### src/rtl/mult_arb_pkg.sv
// Shared definitions for the multiplier arbiter.
// Holds the FSM state encoding (also visible on state_out), the default
// parameter values and the default timeout counter width.
package mult_arb_pkg;

  localparam int NUM_REQ_DEF     = 4;
  localparam int W_DEF           = 8;
  localparam int TIMEOUT_CYC_DEF = 15;
  localparam int TCNT_W          = $clog2(TIMEOUT_CYC_DEF + 1);

  // Encoding is visible on state_out, so the values are fixed.
  typedef enum logic [1:0] {
    ST_IDLE  = 2'd0,
    ST_GRANT = 2'd1,
    ST_BUSY  = 2'd2,
    ST_RESP  = 2'd3
  } state_e;

endpackage

### src/rtl/rr_priority_pick.sv
// Round-robin priority picker (purely combinational).
// Scans the request vector starting at ptr_i and wrapping, and returns the
// first active requester.
//   req_i     : request vector
//   ptr_i     : index with highest priority this round
//   onehot_o  : one-hot selection (all zero when nothing requests)
//   idx_o     : binary index of the selection
//   any_o     : at least one request is active
module rr_priority_pick #(
  parameter int NUM_REQ = 4,
  localparam int IW     = $clog2(NUM_REQ)
) (
  input  logic [NUM_REQ-1:0] req_i,
  input  logic [IW-1:0]      ptr_i,
  output logic [NUM_REQ-1:0] onehot_o,
  output logic [IW-1:0]      idx_o,
  output logic               any_o
);

  // First active request at or after ptr_i, wrapping past NUM_REQ-1.
  always_comb begin
    int          j;
    logic [IW-1:0] jj;
    onehot_o = {NUM_REQ{1'b0}};
    idx_o    = {IW{1'b0}};
    any_o    = 1'b0;
    j        = 0;
    jj       = {IW{1'b0}};
    for (int k = 0; k < NUM_REQ; k++) begin
      j = int'(ptr_i) + k;
      if (j >= NUM_REQ) begin
        j = j - NUM_REQ;
      end else begin
        j = j;
      end
      jj = IW'(j);
      if (!any_o && req_i[jj]) begin
        any_o        = 1'b1;
        idx_o        = jj;
        onehot_o[jj] = 1'b1;
      end else begin
        any_o = any_o;
      end
    end
  end

endmodule

### src/rtl/mult_arbiter.sv
// Shares one sequential multiplier among NUM_REQ requesters.
// Round-robin arbitration, operand capture, a one-cycle start pulse,
// rising-edge completion detection with a timeout, and a one-cycle ack
// carrying the product back to the granted requester.
//   clk, reset_a          : clock, async active-high reset
//   req / opa_bus/opb_bus : request levels and packed operands (W bits each)
//   gnt                   : one-hot grant, high from GRANT through RESP
//   ack, result, err      : completion pulse, product and timeout flag
//   busy, state_out       : activity flag and raw state (debug)
//   mult_start/dataa/datab: multiplier command side
//   mult_done/product     : multiplier response side
module mult_arbiter
  import mult_arb_pkg::*;
#(
  parameter int NUM_REQ     = NUM_REQ_DEF,
  parameter int W           = W_DEF,
  parameter int TIMEOUT_CYC = TIMEOUT_CYC_DEF
) (
  input  logic                 clk,
  input  logic                 reset_a,
  input  logic [NUM_REQ-1:0]   req,
  input  logic [NUM_REQ*W-1:0] opa_bus,
  input  logic [NUM_REQ*W-1:0] opb_bus,
  output logic [NUM_REQ-1:0]   gnt,
  output logic [NUM_REQ-1:0]   ack,
  output logic [2*W-1:0]       result,
  output logic                 err,
  output logic                 busy,
  output logic [1:0]           state_out,
  output logic                 mult_start,
  output logic [W-1:0]         mult_dataa,
  output logic [W-1:0]         mult_datab,
  input  logic                 mult_done,
  input  logic [2*W-1:0]       mult_product
);

  localparam int IW = $clog2(NUM_REQ);
  localparam int TW = $clog2(TIMEOUT_CYC + 1);

  state_e               state_q, state_d;
  logic [IW-1:0]        ptr_q, ptr_d;
  logic [IW-1:0]        idx_q, idx_d;
  logic [NUM_REQ-1:0]   sel_q, sel_d;
  logic [W-1:0]         opa_q, opa_d;
  logic [W-1:0]         opb_q, opb_d;
  logic [2*W-1:0]       result_q, result_d;
  logic                 err_q, err_d;
  logic [TW-1:0]        tcnt_q, tcnt_d;
  logic                 done_q;

  logic [NUM_REQ-1:0]   pick_onehot_s;
  logic [IW-1:0]        pick_idx_s;
  logic                 pick_any_s;
  logic                 done_rise_s;

  rr_priority_pick #(
    .NUM_REQ (NUM_REQ)
  ) u_pick (
    .req_i    (req),
    .ptr_i    (ptr_q),
    .onehot_o (pick_onehot_s),
    .idx_o    (pick_idx_s),
    .any_o    (pick_any_s)
  );

  // A done level left over from the previous operation must not count,
  // so completion is the rising edge only.
  assign done_rise_s = mult_done & ~done_q;

  // Next-state, capture and timeout logic.
  always_comb begin
    state_d  = state_q;
    ptr_d    = ptr_q;
    idx_d    = idx_q;
    sel_d    = sel_q;
    opa_d    = opa_q;
    opb_d    = opb_q;
    result_d = result_q;
    err_d    = err_q;
    tcnt_d   = tcnt_q;
    case (state_q)
      ST_IDLE: begin
        if (pick_any_s) begin
          state_d = ST_GRANT;
          idx_d   = pick_idx_s;
          sel_d   = pick_onehot_s;
          opa_d   = opa_bus[int'(pick_idx_s)*W +: W];
          opb_d   = opb_bus[int'(pick_idx_s)*W +: W];
        end else begin
          state_d = ST_IDLE;
        end
      end
      ST_GRANT: begin
        state_d = ST_BUSY;
        tcnt_d  = {TW{1'b0}};
      end
      ST_BUSY: begin
        // Completion beats a simultaneous timeout.
        if (done_rise_s) begin
          state_d  = ST_RESP;
          result_d = mult_product;
          err_d    = 1'b0;
        end else if (tcnt_q == TW'(TIMEOUT_CYC - 1)) begin
          state_d  = ST_RESP;
          result_d = {(2*W){1'b0}};
          err_d    = 1'b1;
        end else begin
          tcnt_d = tcnt_q + TW'(1);
        end
      end
      ST_RESP: begin
        state_d = ST_IDLE;
        if (idx_q == IW'(NUM_REQ - 1)) begin
          ptr_d = {IW{1'b0}};
        end else begin
          ptr_d = idx_q + IW'(1);
        end
      end
      default: begin
        state_d = ST_IDLE;
      end
    endcase
  end

  // State and datapath registers.
  always_ff @(posedge clk or posedge reset_a) begin
    if (reset_a) begin
      state_q  <= ST_IDLE;
      ptr_q    <= {IW{1'b0}};
      idx_q    <= {IW{1'b0}};
      sel_q    <= {NUM_REQ{1'b0}};
      opa_q    <= {W{1'b0}};
      opb_q    <= {W{1'b0}};
      result_q <= {(2*W){1'b0}};
      err_q    <= 1'b0;
      tcnt_q   <= {TW{1'b0}};
      done_q   <= 1'b0;
    end else begin
      state_q  <= state_d;
      ptr_q    <= ptr_d;
      idx_q    <= idx_d;
      sel_q    <= sel_d;
      opa_q    <= opa_d;
      opb_q    <= opb_d;
      result_q <= result_d;
      err_q    <= err_d;
      tcnt_q   <= tcnt_d;
      done_q   <= mult_done;
    end
  end

  assign busy       = (state_q != ST_IDLE);
  assign gnt        = busy ? sel_q : {NUM_REQ{1'b0}};
  assign ack        = (state_q == ST_RESP) ? sel_q : {NUM_REQ{1'b0}};
  assign result     = result_q;
  assign err        = err_q;
  assign state_out  = state_q;
  assign mult_start = (state_q == ST_GRANT);
  assign mult_dataa = opa_q;
  assign mult_datab = opb_q;

endmodule

### config.mk
export PLATFORM = sky130hd
export DESIGN_NAME = mult_arbiter
export DESIGN_NICKNAME = d
export VERILOG_FILES = /design/src/rtl/mult_arb_pkg.sv /design/src/rtl/rr_priority_pick.sv /design/src/rtl/mult_arbiter.sv
export SDC_FILE = /design/constraint.sdc
export NUM_CORES = 1
export LEC_CHECK = 0
export ABC_AREA = 1
export BUFFER_PORTS_ARGS = -buffer_cell sky130_fd_sc_hd__buf_2
export CORE_AREA = 2 2 106 108
export DETAILED_ROUTE_END_ITERATION = 6
export DIE_AREA = 0 0 108 110
export PLACE_DENSITY = 0.63
export SLEW_MARGIN = 25
export SYNTH_ARGS = -nofsm -noshare
export SYNTH_HDL_FRONTEND = slang
export SYNTH_SLANG_ARGS = --single-unit
export TNS_END_PERCENT = 100
### constraint.sdc
create_clock -name clk -period 6.2 [get_ports clk]
set_input_delay 1.24 -clock clk [delete_from_list [all_inputs] [get_ports clk]]
set_output_delay 1.24 -clock clk [all_outputs]
set_load 0.01 [all_outputs]
After elaboration in Yosys (flattened, before gate mapping)
Cells that the tools add are included.
{"block": "totals", "ff_bits": 48, "latchBits": 0, "ramBits": 0, "rom_bits": 0, "out_inout_bits": 45, "mem_count": 0}
{"block": "op_classes", "n_addsub": 9, "multipliers": 0, "div": 0, "n_lt_le_gt_ge": 12, "n_eq_ne": 8, "shift": 2, "muxes": 46, "bitwise": 5, "reduce_logical": 17}
{"operator": "32-bit by 6-bit indexed part select with 8-bit output", "n": 2}
{"operator": "16-bit 2-to-1 mux", "n": 2}
{"operator": "4-bit 2-to-1 mux", "n": 8}
{"operator": "2-bit 2-to-1 mux", "n": 11}
{"operator": "1-bit 2-to-1 mux", "n": 15}
{"operator": "2-bit by 3-bit less-than comparator with 1-bit output (second input constant)", "n": 4}
{"operator": "4-bit bitwise OR", "n": 3}
{"operator": "3-bit >= comparator (second input constant)", "n": 3}
{"operator": "1-bit binary-select mux with 2-bit select", "n": 4}
{"operator": "1-bit demux with 2-bit select", "n": 4}
{"operator": "2-bit by 1-bit >= comparator with 1-bit output (second input constant)", "n": 4}
{"operator": "2-bit case mux with 4 select lines", "n": 1}
{"operator": "4-bit case mux with 2 select lines", "n": 1}
{"operator": "2-bit by 1-bit subtractor with 2-bit output (second input constant)", "n": 4}
{"operator": "1-bit logical AND", "n": 7}
{"operator": "2-bit by 2-bit adder with 3-bit output (second input constant)", "n": 2}
{"operator": "2-bit == test (second input constant)", "n": 3}
{"operator": "2-bit nonzero test", "n": 3}
{"operator": "4-bit by 1-bit adder with 4-bit output (second input constant)", "n": 1}
{"operator": "4-bit == test (second input constant)", "n": 1}
{"operator": "2-bit inequality test (second input constant)", "n": 2}
{"operator": "2-bit AND reduction", "n": 2}
{"operator": "2-bit by 1-bit adder with 3-bit output (second input constant)", "n": 1}
{"operator": "2-bit by 3-bit >= comparator with 1-bit output (second input constant)", "n": 1}
{"operator": "other kinds (8)", "n": 10}

Depth between registers and ports, before layout
Gate-level depths: netlist of the first run.
{"block": "depth", "word_depth": 16, "mapped_depth": 16, "ltp_nobuf": 14}

Cells and area by module
Synthesis of the first run repeated with hierarchy kept, for this count alone.
{"block": "unflattened", "hier_cells": 437, "area_unflattened_um2": 3095.5}
{"module": "mult_arbiter", "n_inst": 1, "cells_per_inst": 363, "area_each_um2": 2655.0, "seq_area_each_um2": 1201.2}
{"module": "rr_priority_pick", "n_inst": 1, "cells_per_inst": 74, "area_each_um2": 440.4, "seq_area_each_um2": 0.0}

Worst setup path before layout of the first run
Ideal clock, no wire load.
{"block": "synth_path", "kind": "input port to flip-flop", "start": "input port req[2]", "end": "register opa_q[0], in the netlist mult_dataa[0]", "setup_ns": 0.124, "t_arrival_ns": 2.344, "required_time_ns": 6.076, "slack_ns": 3.732, "stages": 10, "cell_sequence": "nand2_1 -> nand3_2 -> nand2_2 -> nand4_4 -> nand2_4 -> nand2_4 -> buf_6 -> or2_1 -> nand3_1 -> nand3_1"}
{"block": "synth_between", "elab_chain_cells": 13, "word_cells_on_any_way": 24}
{"element": "start, declared", "line_no": "mult_arbiter.sv:21", "text": "input logic [NUM_REQ-1:0] req,"}
{"element": "1-bit binary-select mux with 2-bit select", "line_no": "rr_priority_pick.sv:37", "text": "if (!any_o && req_i[jj]) begin"}
{"element": "1-bit 2-to-1 mux (implied by the code)", "line_no": "rr_priority_pick.sv:37"}
{"element": "1-bit 2-to-1 mux", "line_no": "rr_priority_pick.sv:37"}
{"element": "1-bit zero test", "line_no": "rr_priority_pick.sv:37"}
{"element": "1-bit logical AND", "line_no": "rr_priority_pick.sv:37"}
{"element": "1-bit 2-to-1 mux", "line_no": "rr_priority_pick.sv:37"}
{"element": "1-bit zero test", "line_no": "rr_priority_pick.sv:37"}
{"element": "1-bit logical AND", "line_no": "rr_priority_pick.sv:37"}
{"element": "1-bit 2-to-1 mux", "line_no": "rr_priority_pick.sv:37"}
{"element": "1-bit zero test", "line_no": "rr_priority_pick.sv:37"}
{"element": "1-bit logical AND", "line_no": "rr_priority_pick.sv:37"}
{"element": "2-bit 2-to-1 mux or 1-bit 2-to-1 mux (tied branches)", "line_no": "rr_priority_pick.sv:37"}
{"element": "32-bit by 6-bit indexed part select with 8-bit output or 2-bit AND reduction (tied branches)"}
{"element": "end signal, assigned", "line_no": "mult_arbiter.sv:132", "text": "opa_q <= {W{1'b0}};"}
{"element": "end signal, assigned", "line_no": "mult_arbiter.sv:143", "text": "opa_q <= opa_d;"}
{"element": "end, declared", "line_no": "mult_arbiter.sv:44", "text": "logic [W-1:0] opa_q, opa_d;"}
Parallel ways exist; a longest one is shown, timed or not. The select of a mux whose other input is x is not followed.
A chain may end at the register's enable or synchronous reset.

Worst setup path in the final report of the first run
{"block": "layout_path", "start": "register ptr_q[0]", "end": "register opb_q[0], in the netlist mult_datab[0]"}
{"block": "layout_between", "elab_chain_cells": 15, "word_cells_on_any_way": 39}
{"element": "start, declared", "line_no": "mult_arbiter.sv:41", "text": "logic [IW-1:0] ptr_q, ptr_d;"}
{"element": "start signal, assigned", "line_no": "mult_arbiter.sv:129", "text": "ptr_q <= {IW{1'b0}};"}
{"element": "start signal, assigned", "line_no": "mult_arbiter.sv:140", "text": "ptr_q <= ptr_d;"}
{"element": "branches (longest 15 deep; another with 2-bit by 1-bit adder with 3-bit output)"}
{"element": "end signal, assigned", "line_no": "mult_arbiter.sv:133", "text": "opb_q <= {W{1'b0}};"}
{"element": "end signal, assigned", "line_no": "mult_arbiter.sv:144", "text": "opb_q <= opb_d;"}
{"element": "end, declared", "line_no": "mult_arbiter.sv:45", "text": "logic [W-1:0] opb_q, opb_d;"}
Several ways; the timed one is not identified. The select of a mux whose other input is x is not followed.

==> results of run 1 <==
## final timing paths
check                         startpoint             to
max in group asynchronous        reset_a   state_out[0]
hold / removal             mult_datab[6]  mult_datab[6]
setup / recovery                ptr_q[0]  mult_datab[0]
hold reg to reg            mult_datab[6]  mult_datab[6]
min in group asynchronous        reset_a      result[1]
setup reg to reg                ptr_q[0]  mult_datab[0]
## layout make-up
class / instances / area, um2
clock buffer: 7 / 96.3
clock inverter: 1 / 30.0
tap: 140 / 175
multi-input combinational: 284 / 1540
sequential: 48 / 1200
timing repair buffer: 131 / 656
fill: 1123 / 6670
inverter: 86 / 330
## flip-flops by register name, indices dropped and copies added (netlist names)
| register | flops |
|---|---|
| ptr_q | 2 |
| done_q | 1 |
| err | 1 |
| mult_datab | 8 |
| mult_dataa | 8 |
| tcnt_q | 4 |
| idx_q | 2 |
| result | 16 |
| state_out | 2 |
| sel_q | 4 |
## per-layer routing
layer / part of all wire [%] / up-vias / track usage, % / wire length, um
met5: 0 / - / 0 / 0
met4: 1.1 / 0 / 3.57 / 89
met3: 7.2 / 8 / 3.64 / 608
met2: 46 / 109 / 23.1 / 3880
met1: 46 / 1396 / 18.7 / 3850
li1: - / 1598 / - / -
## stage by stage
step                      hold WS (ps)  cells  instance area (um2)
after floorplan                    475    430                 3140
after global placement             460    689                 3900
after detailed placement           463    689                 3900
after CTS                          492    697                 4020
after global routing               519    697                 4030
final                              491    697                 4030
## critical path, stage by stage (launching register included)
cell,delay [ps]
dfrtp_1,650
inv_6,100
ha_1,390
inv_1,120
nand3_2,110
nand2_2,110
a21oi_1,190
nand2_2,240
nand2_4,400
inv_1,220
nand2_1,100
nand3_1,90
nand3_1,110
## cells in the final DEF, fill, tap and decap left out, types with 4 or more instances in the layout
cell type | netlist | routed
a22oi_1 | 4 | 4
or2_1 | 4 | 4
buf_2 | 6 | 131
nand2_2 | 8 | 8
a21oi_1 | 6 | 6
ha_1 | 12 | 12
dfrtp_1 | 48 | 48
nand3_1 | 64 | 64
nor2_1 | 16 | 15
o21ai_0 | 13 | 13
a22o_1 | 16 | 16
clkbuf_8 | 0 | 7
nand2_1 | 115 | 115
nand2_4 | 5 | 5
inv_1 | 82 | 81
## power breakdown
group          leakage [nW]  internal [mW]  switching (mW)
registers             0.598          0.458           0.101
logic                  1.73          0.482           0.899
clock network        0.0645          0.142           0.108
## cells by family (layout without fill, tap and decap cells)
group / Yosys count / after routing
AO/OA/AOI/OAI: 46 / 46
XOR/XNOR: 2 / 2
adder cells (fa/ha/maj): 12 / 12
buffers and inverters: 98 / 225
flip-flops: 48 / 48
AND/OR/NAND/NOR: 224 / 224
==> results.cfg, run 1 <==
[critical_path]
end_kind = register
path_max_fanout = 42
cp-start-kind = register
critPathKind = register to register
reg2reg_slack_ps = 3290
reg2regPathDepth = 12
cp.arrival_ps = 3150
crit_required_ps = 6440

[clock_network]
cts-resized-gates = 0
numCtsBuffers = 5
cts.sinks = 48
postCtsSetupBuffers = 0
cts-hold-fix-buffers = 0
tritoncts = built
clk_latency_ps = 300
cts.reportedPaths.clkPinSlew_ps = 90
cts_root_buf = clkbuf_8
cts.htree.levels = 2
clockBufferDepth = 2

[grt]
antenna_found_initial = 0
grt_overflow_total = 0
grt_pass1_wl_um = 13500
grt_max_degree = 49
first_global_vias = 2938
grt_usage_pct = 14.1

[synth]
ys_types = 33
yosys.area_share.simple_pct = 33.6
yosysTopAreaCell = dfrtp_1
syn_inst = 430
yosys.area_share.xor_xnor_pct = 0.558
avgSynthCellArea_um2 = 7.31
synthArstFlopShare_pct = 100
synth_edf_count = 0
synth-seq-cells = 48
synth_seq_area_share_pct = 38.2
synth_flop_cell = dfrtp_1
synth_compound_area_share_pct = 10.0
synthMuxAreaShare_pct = 0
synth_fa_ha_area_share_pct = 4.78
synthTopCellsByCount = nand2_1 (115), inv_1 (82), nand3_1 (64)
yosysWarnings = 0
synth_top_area_share_pct = 38.2
synth_nets = 529
synth.area.top_cells = dfrtp_1 (38%), nand2_1 (14%), nand3_1 (10%)
synth_most_common_cell = nand2_1
synth_area_mm2 = 0.00314
synth_top_family_by_area = simple AND/OR/NAND/NOR gates

[sta]
finalWorstSetupSlack_ps = 3290
slew_headroom_pct = 43.3
maxSlewViolCount = 0
tns_ps = 0
tightest_slew_ps = 850
layout_min_cycle_time_ps = 2910
setup-violations-final = 0
rsz0062_at_grt = false
final-hold-violation-count = 0
finalClockSkew_ps = 6.59
finalCritPeriodShare_pct = 46.9
fmax_mhz = 344

[floorplan]
die_x_um = 108
dieHeight_um = 110
die_area_mm2 = 0.0119
core_area_mm2 = 0.0107
io_pins = 132
rows = 38
initial_core_util_pct = 29.4

[power_and_ir_drop]
leakage_nw = 2.39
power-per-cell-area_mw_per_mm2 = 544
peakVddDrop_v = 0.000190
total_power_mw = 2.19

[routing]
vias_per_cell = 4.46
vias = 3111
drcViolationCount = 0
drt_wl_total_um = 8430
antenna_left = 0
first_pass_iters = 4
routedWlPerCell_um = 12.1
drt_iter0_markers = 174

[placed_design]
place.gp.congestion = 0.839
io_buffers = 131
dp_worst_setup_slack_ps = 3010
hpwl_um = 6560

[layout]
fin_util_pct = 37.6
drive_gt1_share_pct = 30.0
syn_to_final_growth_pct = 28.2
fin_nets = 655
num_antenna_cells = 0

[worst_hold_path]
min_path_cells = 2
min_path_type = register to register

[run]
drv_cap = 0

[status]
status = complete, no violations
Power figures use the tool's default switching activity.
==> run 2, diff against run 1 <==
PLACE_DENSITY = 0.65   (was 0.63)
clock period = 2.45 ns   (was 6.2 ns; I/O delays follow)
==> results.cfg, run 2 (synthesis gave the netlist of run 1 again) <==
[floorplan]
dieHeight_um = 110
die_area_mm2 = 0.0119
core_area_mm2 = 0.0107
io_pins = 132
die_x_um = 108
rows = 38
initial_core_util_pct = 29.4

[grt]
top_usage_layer = met2
grt_overflow_total = 0
grt_pass1_wl_um = 13700
first_global_vias = 2970
met1_usage_pct = 19.1
antenna_found_initial = 0
grt_usage_pct = 14.1
use_met3_pct = 1.88
grt_use_met2_pct = 23.8
grt_max_degree = 27

[power_and_ir_drop]
internal_power_mw = 3.07
seq_power_share_pct = 23.3
p_sw_mw = 2.88
peakVddDrop_v = 0.000557
power-per-cell-area_mw_per_mm2 = 1430
sw_frac_of_total_pct = 48.4
comb_power_share_pct = 65.2
leakage_nw = 2.47
total_power_mw = 5.95
clkPwrFrac_pct = 11.5

[clock_network]
clockBufferDepth = 2
cts.reportedPaths.clkPinSlew_ps = 90
clk_latency_ps = 300
tritoncts = built
cts-hold-fix-buffers = 0
cts_root_buf = clkbuf_8
cts.sinks = 48
numCtsBuffers = 5
cts.htree.levels = 2

[sta]
final-hold-violation-count = 0
setup-violations-final = 0
layout_min_cycle_time_ps = 2270
slew_headroom_pct = 29.4
finalWorstSetupSlack_ps = 177
maxSlewViolCount = 0
hold_ws_ps = 212
fmax_mhz = 440
finalClockSkew_ps = 8.85
tightest_slew_ps = 1050
rsz0062_at_grt = true
finalCritPeriodShare_pct = 92.8

[layout]
num_antenna_cells = 0
drive_gt1_share_pct = 31.9
final_cell_mix = buf_2 (131), nand2_1 (115), inv_1 (79)
fin_nets = 669
syn_to_final_growth_pct = 33.0
largest_reg_flops = 16
fin_util_pct = 39.1
final_common_cell = buf_2

[routing]
antenna_left = 0
drcViolationCount = 0
vias = 3136
first_pass_iters = 4
vias_per_cell = 4.41
drt_iter0_markers = 127
drt_wl_total_um = 8400
routedWlPerCell_um = 11.8

[critical_path]
r2r-start = ptr_q[0]
cp.arrival_ps = 2460
critPathKind = register to register
reg2regPathDepth = 11
path_max_fanout = 8
cp_top_family = buffers and inverters
slowest_delay_ps = 420
crit_required_ps = 2640
end_kind = register
worst-path-buf-inv = 4
crit_slowest_cell = dfrtp_1
cp-start-kind = register
path_cells = inv_6, ha_1, inv_2, nand3_2, a21oi_1, nand3_1, nand2_2, clkinvlp_4, buf_4, o21ai_0, o21ai_1
reg2reg_slack_ps = 180
rr_endpoint = sel_q[0]

[run]
drv_cap = 0

[worst_hold_path]
min_path_type = input port to asynchronous set/reset pin

[status]
status = complete, no violations

[placed_design]
hpwl_um = 6780
place.gp.congestion = 0.926
io_buffers = 131
dp_worst_setup_slack_ps = 104
## run 2: changes by cell type in the layout (fill, tap and decap cells not counted), sizes merged
| cell | change |
|---|---|
| clkbuf | -2 |
| clkinvlp | +1 |
| bufinv | +1 |
| inv | +1 |
| buf | +14 |
| clkinv | -1 |
## run 2: layer usage
layer | wire length (um) | vias to the layer above
met5 | 0 | -
met1 | 3850 | 1395
met2 | 4020 | 104
li1 | - | 1627
met3 | 413 | 10
met4 | 119 | 0
## run 2: repair_timing
| item | 4_1_cts | 5_1_grt |
|---|---|---|
| setup endpoints to repair | 0 | 18 |
| buffers inserted | 0 | 5 |
| gates resized for setup | 0 | 3 |
## run 2: worst max path at each step
| stage | startpoint | to | slack, ps | cells past startpoint |
|---|---|---|---|---|
| floorplan | ptr_q[0] | mult_dataa[0] | 280 | 13 |
| global placement | ptr_q[0] | mult_dataa[0] | 200 | 12 |
| detailed placement | ptr_q[0] | mult_datab[5] | 100 | 12 |
| CTS | ptr_q[0] | mult_datab[5] | 100 | 12 |
| global route | ptr_q[0] | sel_q[0] | -30 | 11 |
| finish | ptr_q[0] | sel_q[0] | 180 | 11 |
## run 2: cell type report
cell class / instances / area (um2)
flip-flops and latches: 48 / 1200
clock inverters: 3 / 68.8
fillers: 1126 / 6520
repair buffers: 145 / 786
multi-input cells: 284 / 1550
inverters: 86 / 333
well taps: 140 / 175
clock buffers: 5 / 68.8
## run 2: stage by stage
| stage | std cells | instance area (um2) | TNS [ps] |
|---|---|---|---|
| after global placement | 698 | 3980 | 0 |
| after global routing | 711 | 4180 | -35.4 |
| after floorplan | 430 | 3140 | 0 |
| final | 711 | 4180 | 0 |
| after detailed placement | 698 | 3980 | 0 |
| after CTS | 706 | 4120 | 0 |
## run 2: power groups by stage
stage                     sequential [mW]  combinational, mW  clock [mW]
after CTS                            1.39               3.75       0.701
after global placement               1.39               3.64           0
final                                1.39               3.88       0.683
after detailed placement             1.40               3.74           0
after floorplan                      1.51               2.56           0
after global routing                 1.43               4.38       0.745
## run 2: worst reg2reg max path, delay by kind of cell, from the launching register on
| kind | cells | cell delay [ps] |
|---|---|---|
| buffers and inverters | 4 | 610 |
| flip-flops | 1 | 420 |
| AND/OR/NAND/NOR | 3 | 410 |
| AO/OA/AOI/OAI | 3 | 370 |
| adder cells (fa/ha/maj) | 1 | 360 |
